--- config.mk ---
export PLATFORM = sky130hd
export DESIGN_NAME = hilo_unit
export DESIGN_NICKNAME = d
export VERILOG_FILES = /design/src/rtl/hilo_unit.sv
export SDC_FILE = /design/constraint.sdc
export NUM_CORES = 2
export LEC_CHECK = 0
export BUFFER_PORTS_ARGS = -buffer_cell sky130_fd_sc_hd__clkbuf_2
export CAP_MARGIN = 15
export CELL_PAD_IN_SITES_DETAIL_PLACEMENT = 0
export CELL_PAD_IN_SITES_GLOBAL_PLACEMENT = 1
export CORE_UTILIZATION = 47
export DETAILED_ROUTE_END_ITERATION = 8
export PLACE_DENSITY_LB_ADDON = 0.1
export SLEW_MARGIN = 10
export SYNTH_ARGS = -nofsm -noshare
export SYNTH_HDL_FRONTEND = slang
export SYNTH_SLANG_ARGS = --single-unit
--- constraint.sdc ---
create_clock -name clk -period 9.49 [get_ports clk]
set_clock_uncertainty 0.1 [all_clocks]
set_input_delay 1.898 -clock clk [delete_from_list [all_inputs] [get_ports clk]]
set_output_delay 1.898 -clock clk [all_outputs]
set_load 0.02 [all_outputs]
--- src/rtl/hilo_unit.sv ---
// hilo_unit: HI/LO register pair with bypassed direct writes and a multi-cycle multiply-accumulate engine
module hilo_unit #(
  parameter int DATA_W = 32
) (
  input  logic              clk,
  input  logic              rst,
  input  logic              wr_hi,
  input  logic              wr_lo,
  input  logic [DATA_W-1:0] wr_hi_data,
  input  logic [DATA_W-1:0] wr_lo_data,
  input  logic              acc_valid,
  input  logic [1:0]        acc_op,
  input  logic [DATA_W-1:0] acc_a,
  input  logic [DATA_W-1:0] acc_b,
  output logic              acc_ready,
  input  logic              flush,
  output logic              busy,
  output logic              acc_done,
  output logic [DATA_W-1:0] hi_data,
  output logic [DATA_W-1:0] lo_data
);
  typedef enum logic [1:0] {IDLE, MUL, ACC} state_t;
  state_t              state_q;
  logic [DATA_W-1:0]   a_q, b_q, hi_q, lo_q, hi_d, lo_d;
  logic [1:0]          op_q;
  logic [2*DATA_W-1:0] prod_q, prod_d, ext_a, ext_b, sum;
  logic                commit;
  // Operands are widened to 2*DATA_W so one truncated product covers both signed and unsigned modes
  always_comb begin
    ext_a  = op_q[0] ? {{DATA_W{1'b0}}, a_q} : {{DATA_W{a_q[DATA_W-1]}}, a_q};
    ext_b  = op_q[0] ? {{DATA_W{1'b0}}, b_q} : {{DATA_W{b_q[DATA_W-1]}}, b_q};
    prod_d = ext_a * ext_b;
    sum    = op_q[1] ? {hi_q, lo_q} - prod_q : {hi_q, lo_q} + prod_q;
    commit = (state_q == ACC) && !flush;
    hi_d   = wr_hi ? wr_hi_data : commit ? sum[2*DATA_W-1:DATA_W] : hi_q;
    lo_d   = wr_lo ? wr_lo_data : commit ? sum[DATA_W-1:0] : lo_q;
  end
  // Handshake and read ports are forced quiet while reset is held
  always_comb begin
    busy      = state_q != IDLE;
    acc_ready = rst && (state_q == IDLE) && !flush;
    acc_done  = commit;
    hi_data   = !rst ? '0 : wr_hi ? wr_hi_data : hi_q;
    lo_data   = !rst ? '0 : wr_lo ? wr_lo_data : lo_q;
  end
  // Accumulate sequencer: latch operands, multiply, then let the commit path update HI/LO
  always_ff @(posedge clk or negedge rst) begin
    if (!rst) begin
      state_q <= IDLE;
      a_q     <= '0;
      b_q     <= '0;
      op_q    <= '0;
      prod_q  <= '0;
    end else begin
      case (state_q)
        IDLE: if (acc_valid && !flush) begin
          a_q     <= acc_a;
          b_q     <= acc_b;
          op_q    <= acc_op;
          state_q <= MUL;
        end
        MUL: begin
          prod_q  <= prod_d;
          state_q <= flush ? IDLE : ACC;
        end
        default: state_q <= IDLE;
      endcase
    end
  end
  // HI/LO accumulator: direct writes override the accumulate result per half
  always_ff @(posedge clk or negedge rst) begin
    if (!rst) begin
      hi_q <= '0;
      lo_q <= '0;
    end else begin
      hi_q <= hi_d;
      lo_q <= lo_d;
    end
  end
endmodule

==> reports/results.md <==
| Metric | Reported |
|:---|:---|
| Residual overflow from global routing | 0 |
| Largest cells by area after synthesis | sky130_fd_sc_hd__fa_1, sky130_fd_sc_hd__inv_1, sky130_fd_sc_hd__dfrtp_1 |
| # nets final | 8,716 |
| Top-area cell type share of the netlist area | 46.2% |
| Kind of critical path | flip-flop to flip-flop |
| Core ar. | 129,000 um^2 |
| Number of maximum-capacitance constraint violations | 0 |
| Mean routed wirelength per cell | 20.5 um |
| Routed via count | 43,600 |
| H-tree depth | 4 |
| Most repeated cell in the gate-level netlist after synthesis | sky130_fd_sc_hd__inv_1 |
| DP HPWL | 153,000 um |
| Via count of the first global-routing pass | 46,900 |
| Kind of path behind the tightest hold check | flip-flop to flip-flop |
| Global router's overall resource usage | 27.7% |
| DIE WIDTH | 363 um |
| Fill cell count | 12,500 |
| Initial core utilization | 47.4% |
| Number of synthesized register bits | 196 |
| Post-synthesis simple-gate area fraction | 14.3% |
| R2r endpoint | prod_q[62] |
| Layout cell share with drive strength beyond 1 | 8.86% |
| Wire length of the first global-routing pass | 276,000 um |
| Critical-path top delay cell | sky130_fd_sc_hd__fa_1 |
| Cells after synthesis | 6,671 |
| Largest area contributor in the synthesized netlist | sky130_fd_sc_hd__fa_1 |
| Fraction of registers with async set/reset | 100% |
| Final count of negative-setup-slack endpoints | 0 |
| Height of the die | 363 um |
| CTS Root Buffer Type | sky130_fd_sc_hd__clkbuf_16 |
| Average instance area after synthesis | 9.20 um^2 |
| Number of clock buffers inserted by TritonCTS | 17 |
| Cell area after layout | 66,000 um^2 |
| Area occupied by multi-input gates | 49,500 um^2 |
| Pre-CTS setup slack | -0.212 ns |
| Number of nets with antenna violations after detailed routing | 0 |
| Peak per-stage delay on the critical path | 0.57 ns |
| Maximum number of pins on one net before global-route repair | 115 |
| Core Rows | 132 |
| Worst setup path startpoint | b_q[6] |
| Clock transition time at the flip-flop clock pins of the worst setup and hold paths | 0.08 ns |
| Dominant combinational cell family by area after synthesis | adder cells |
| # DRC | 0 |
| Global placement routability congestion | 0.958 |
| Post-synthesis mux area share | 1.59% |
| Floorplan die area | 132,000 um^2 |
| Data required time of the worst path | 9.81 ns |
| Crit start category | flip-flop |
| Worst slew pin tran | 0.960 ns |
| TritonCTS clock tree | built |
| Routed Wire Length | 175,000 um |
| Buffers added on ports | 202 |
| Minimum setup slack in the final design | 0.312 ns |
| Xor and xnor fraction of the mapped netlist area | 3.38% |
| Max Root-Sink Buffers | 2 |
| Number of sinks on the clock net | 196 |
| Hold Fails Final Rpt | 0 |
| I/O pins | 203 |
| Crit end category | flip-flop |
| Number of antenna violations at the first check in global routing | 2 |
| R2r setup slk | 0.31 ns |
| Layout area overhead | 7.45% |
| Clock insertion delay at the later pin of the skew report | 0.54 ns |
| Leading register cell type out of synthesis | sky130_fd_sc_hd__dfrtp_1 |
| Post-Synthesis Cell Area | 61,400 um^2 |
| Maximum fanout encountered on the critical timing path | 21 |
| Outcome | finished, final reports clean |
| FF+latch area | 4950 um^2 |
| Slew Viols, Final | 0 |
| Final critical-path share of the clock period | 96.7% |
| EDFF count, synth | 0 |
| R2R depth | 31 |
| Slew headroom | 36.0% |
| Max frequency | 0.109 GHz |
| Syn_nets | 8,602 |
| Fraction of the yosys area taken by sequential cells | 7.99% |
| Number of violations reported at the end of detailed-routing iteration 0 | 2,763 |
| Post-synth cell types | 77 |
| Setup tns final | 0 ns |
| Cell depth of the worst min-delay path | 1 |
| Antenna diode count | 0 |
| CP Data Arrival Time | 9.49 ns |
| Destination of the critical timing path | prod_q[62] |
| Period minus WS final | 9.18 ns |
| Hold-fix buffer count after cts | 0 |
| Dpl cell area | 65,200 um^2 |
| 1st-pass router iterations | 5 |
| Fraction of the mapped netlist area in adder cells | 53.9% |
| Most numerous cell types in the synthesized netlist | sky130_fd_sc_hd__inv_1, sky130_fd_sc_hd__fa_1, sky130_fd_sc_hd__nand2_1 |
| Via density | 5.11 |
| Compound-cell area share of the yosys netlist | 7.28% |
| Origin of the critical flop-to-flop path | b_q[6] |
| Cell occurring most often along the worst timing path | sky130_fd_sc_hd__fa_1 |
| YS warnings | 0 |
-- worst min-delay path by stage --
stage / from / to / slack (ns)
finish: a_q[28] / a_q[28] / 0.42
CTS: a_q[28] / a_q[28] / 0.43
global placement: a_q[28] / a_q[28] / 0.40
global route: a_q[28] / a_q[28] / 0.45
detailed placement: a_q[28] / a_q[28] / 0.41
floorplan: prod_q[63] / prod_q[63] / 0.38
-- layout make-up --
cell class / instances / area share (%)
clock buffer: 21 / 0.668
timing repair buffer: 423 / 4.45
sequential: 196 / 7.50
clock inverter: 11 / 0.152
inverter: 1558 / 8.87
multi-input combinational: 4589 / 75.1
tap: 1742 / 3.30
-- cells in the final DEF, fill, tap and decap left out, types with 23 or more instances in the layout --
cell type | netlist | layout
sky130_fd_sc_hd__nor2_1 | 148 | 147
sky130_fd_sc_hd__a21o_1 | 93 | 93
sky130_fd_sc_hd__nor2b_1 | 28 | 26
sky130_fd_sc_hd__dfrtp_1 | 196 | 162
sky130_fd_sc_hd__mux2_2 | 70 | 70
sky130_fd_sc_hd__inv_1 | 1558 | 1558
sky130_fd_sc_hd__o21ai_1 | 24 | 23
sky130_fd_sc_hd__xnor2_1 | 179 | 179
sky130_fd_sc_hd__o21ai_0 | 160 | 159
sky130_fd_sc_hd__nand2_1 | 736 | 736
sky130_fd_sc_hd__ha_1 | 379 | 378
sky130_fd_sc_hd__clkbuf_2 | 0 | 201
sky130_fd_sc_hd__buf_4 | 1 | 199
sky130_fd_sc_hd__a21boi_0 | 58 | 58
sky130_fd_sc_hd__fa_1 | 1416 | 1409
sky130_fd_sc_hd__nand2b_1 | 70 | 69
sky130_fd_sc_hd__a21oi_1 | 206 | 203
sky130_fd_sc_hd__nand3_1 | 31 | 31
sky130_fd_sc_hd__and2_1 | 596 | 595
sky130_fd_sc_hd__dfrtp_2 | 0 | 33
sky130_fd_sc_hd__nor3_1 | 37 | 37
sky130_fd_sc_hd__xor2_1 | 56 | 56
sky130_fd_sc_hd__a31oi_1 | 34 | 34
sky130_fd_sc_hd__and3_1 | 29 | 29
-- sequential cells by signal, summed over array words and instances (netlist names) --
register and count:
a_q 32, b_q 32, hi_q 32, lo_q 32
op_q 2, prod_q 64, state_q 2
-- cell families (layout without fill, tap and decap cells) --
group           after synthesis  count (layout)
simple gates               1751            1751
buf+inv                    1886            2013
mux                          89              89
xor+xnor                    236             236
compound gates              716             716
flops                       196             196
fa+ha+maj                  1797            1797
-- metrics by stage --
stage	utilization [%]	hold WS, ns	std cells
2_1_floorplan	-	0.376	6671
3_3_place_gp	50.4	0.398	8501
3_5_place_dp	50.4	0.408	8501
4_1_cts	50.8	0.426	8533
5_1_grt	50.9	0.452	8540
6_report	50.9	0.425	8540
-- layer usage --
metal / vias to the layer above / track usage (%) / share of wire, %
li1: 20100 / - / -
met1: 22300 / 41.9 / 49
met2: 1087 / 41.8 / 43
met3: 122 / 5.01 / 6.6
met4: 0 / 4.89 / 1.6
met5: - / 0 / 0
-- critical path, delay by kind of cell (launching register included) --
family	cells	cell delay [ns]
adder cells (fa/ha/maj)	11	5.09
AO/OA/AOI/OAI	6	1.58
buffers and inverters	8	0.93
AND/OR/NAND/NOR	6	0.76
flip-flops	1	0.56
-- timing repair --
| action | CTS | global route |
|---|---|---|
| endpoints found under the hold margin | 0 | 0 |
| resized for setup | 5 | 58 |
| buffers inserted | 0 | 6 |
| setup endpoints to repair | 5 | 19 |
| pin swaps | 0 | 3 |
| gates cloned | 0 | 1 |
Power is left out: the tool's default activity adds up to more than one toggle a clock period on the data nets, which glitch-free logic cannot reach.
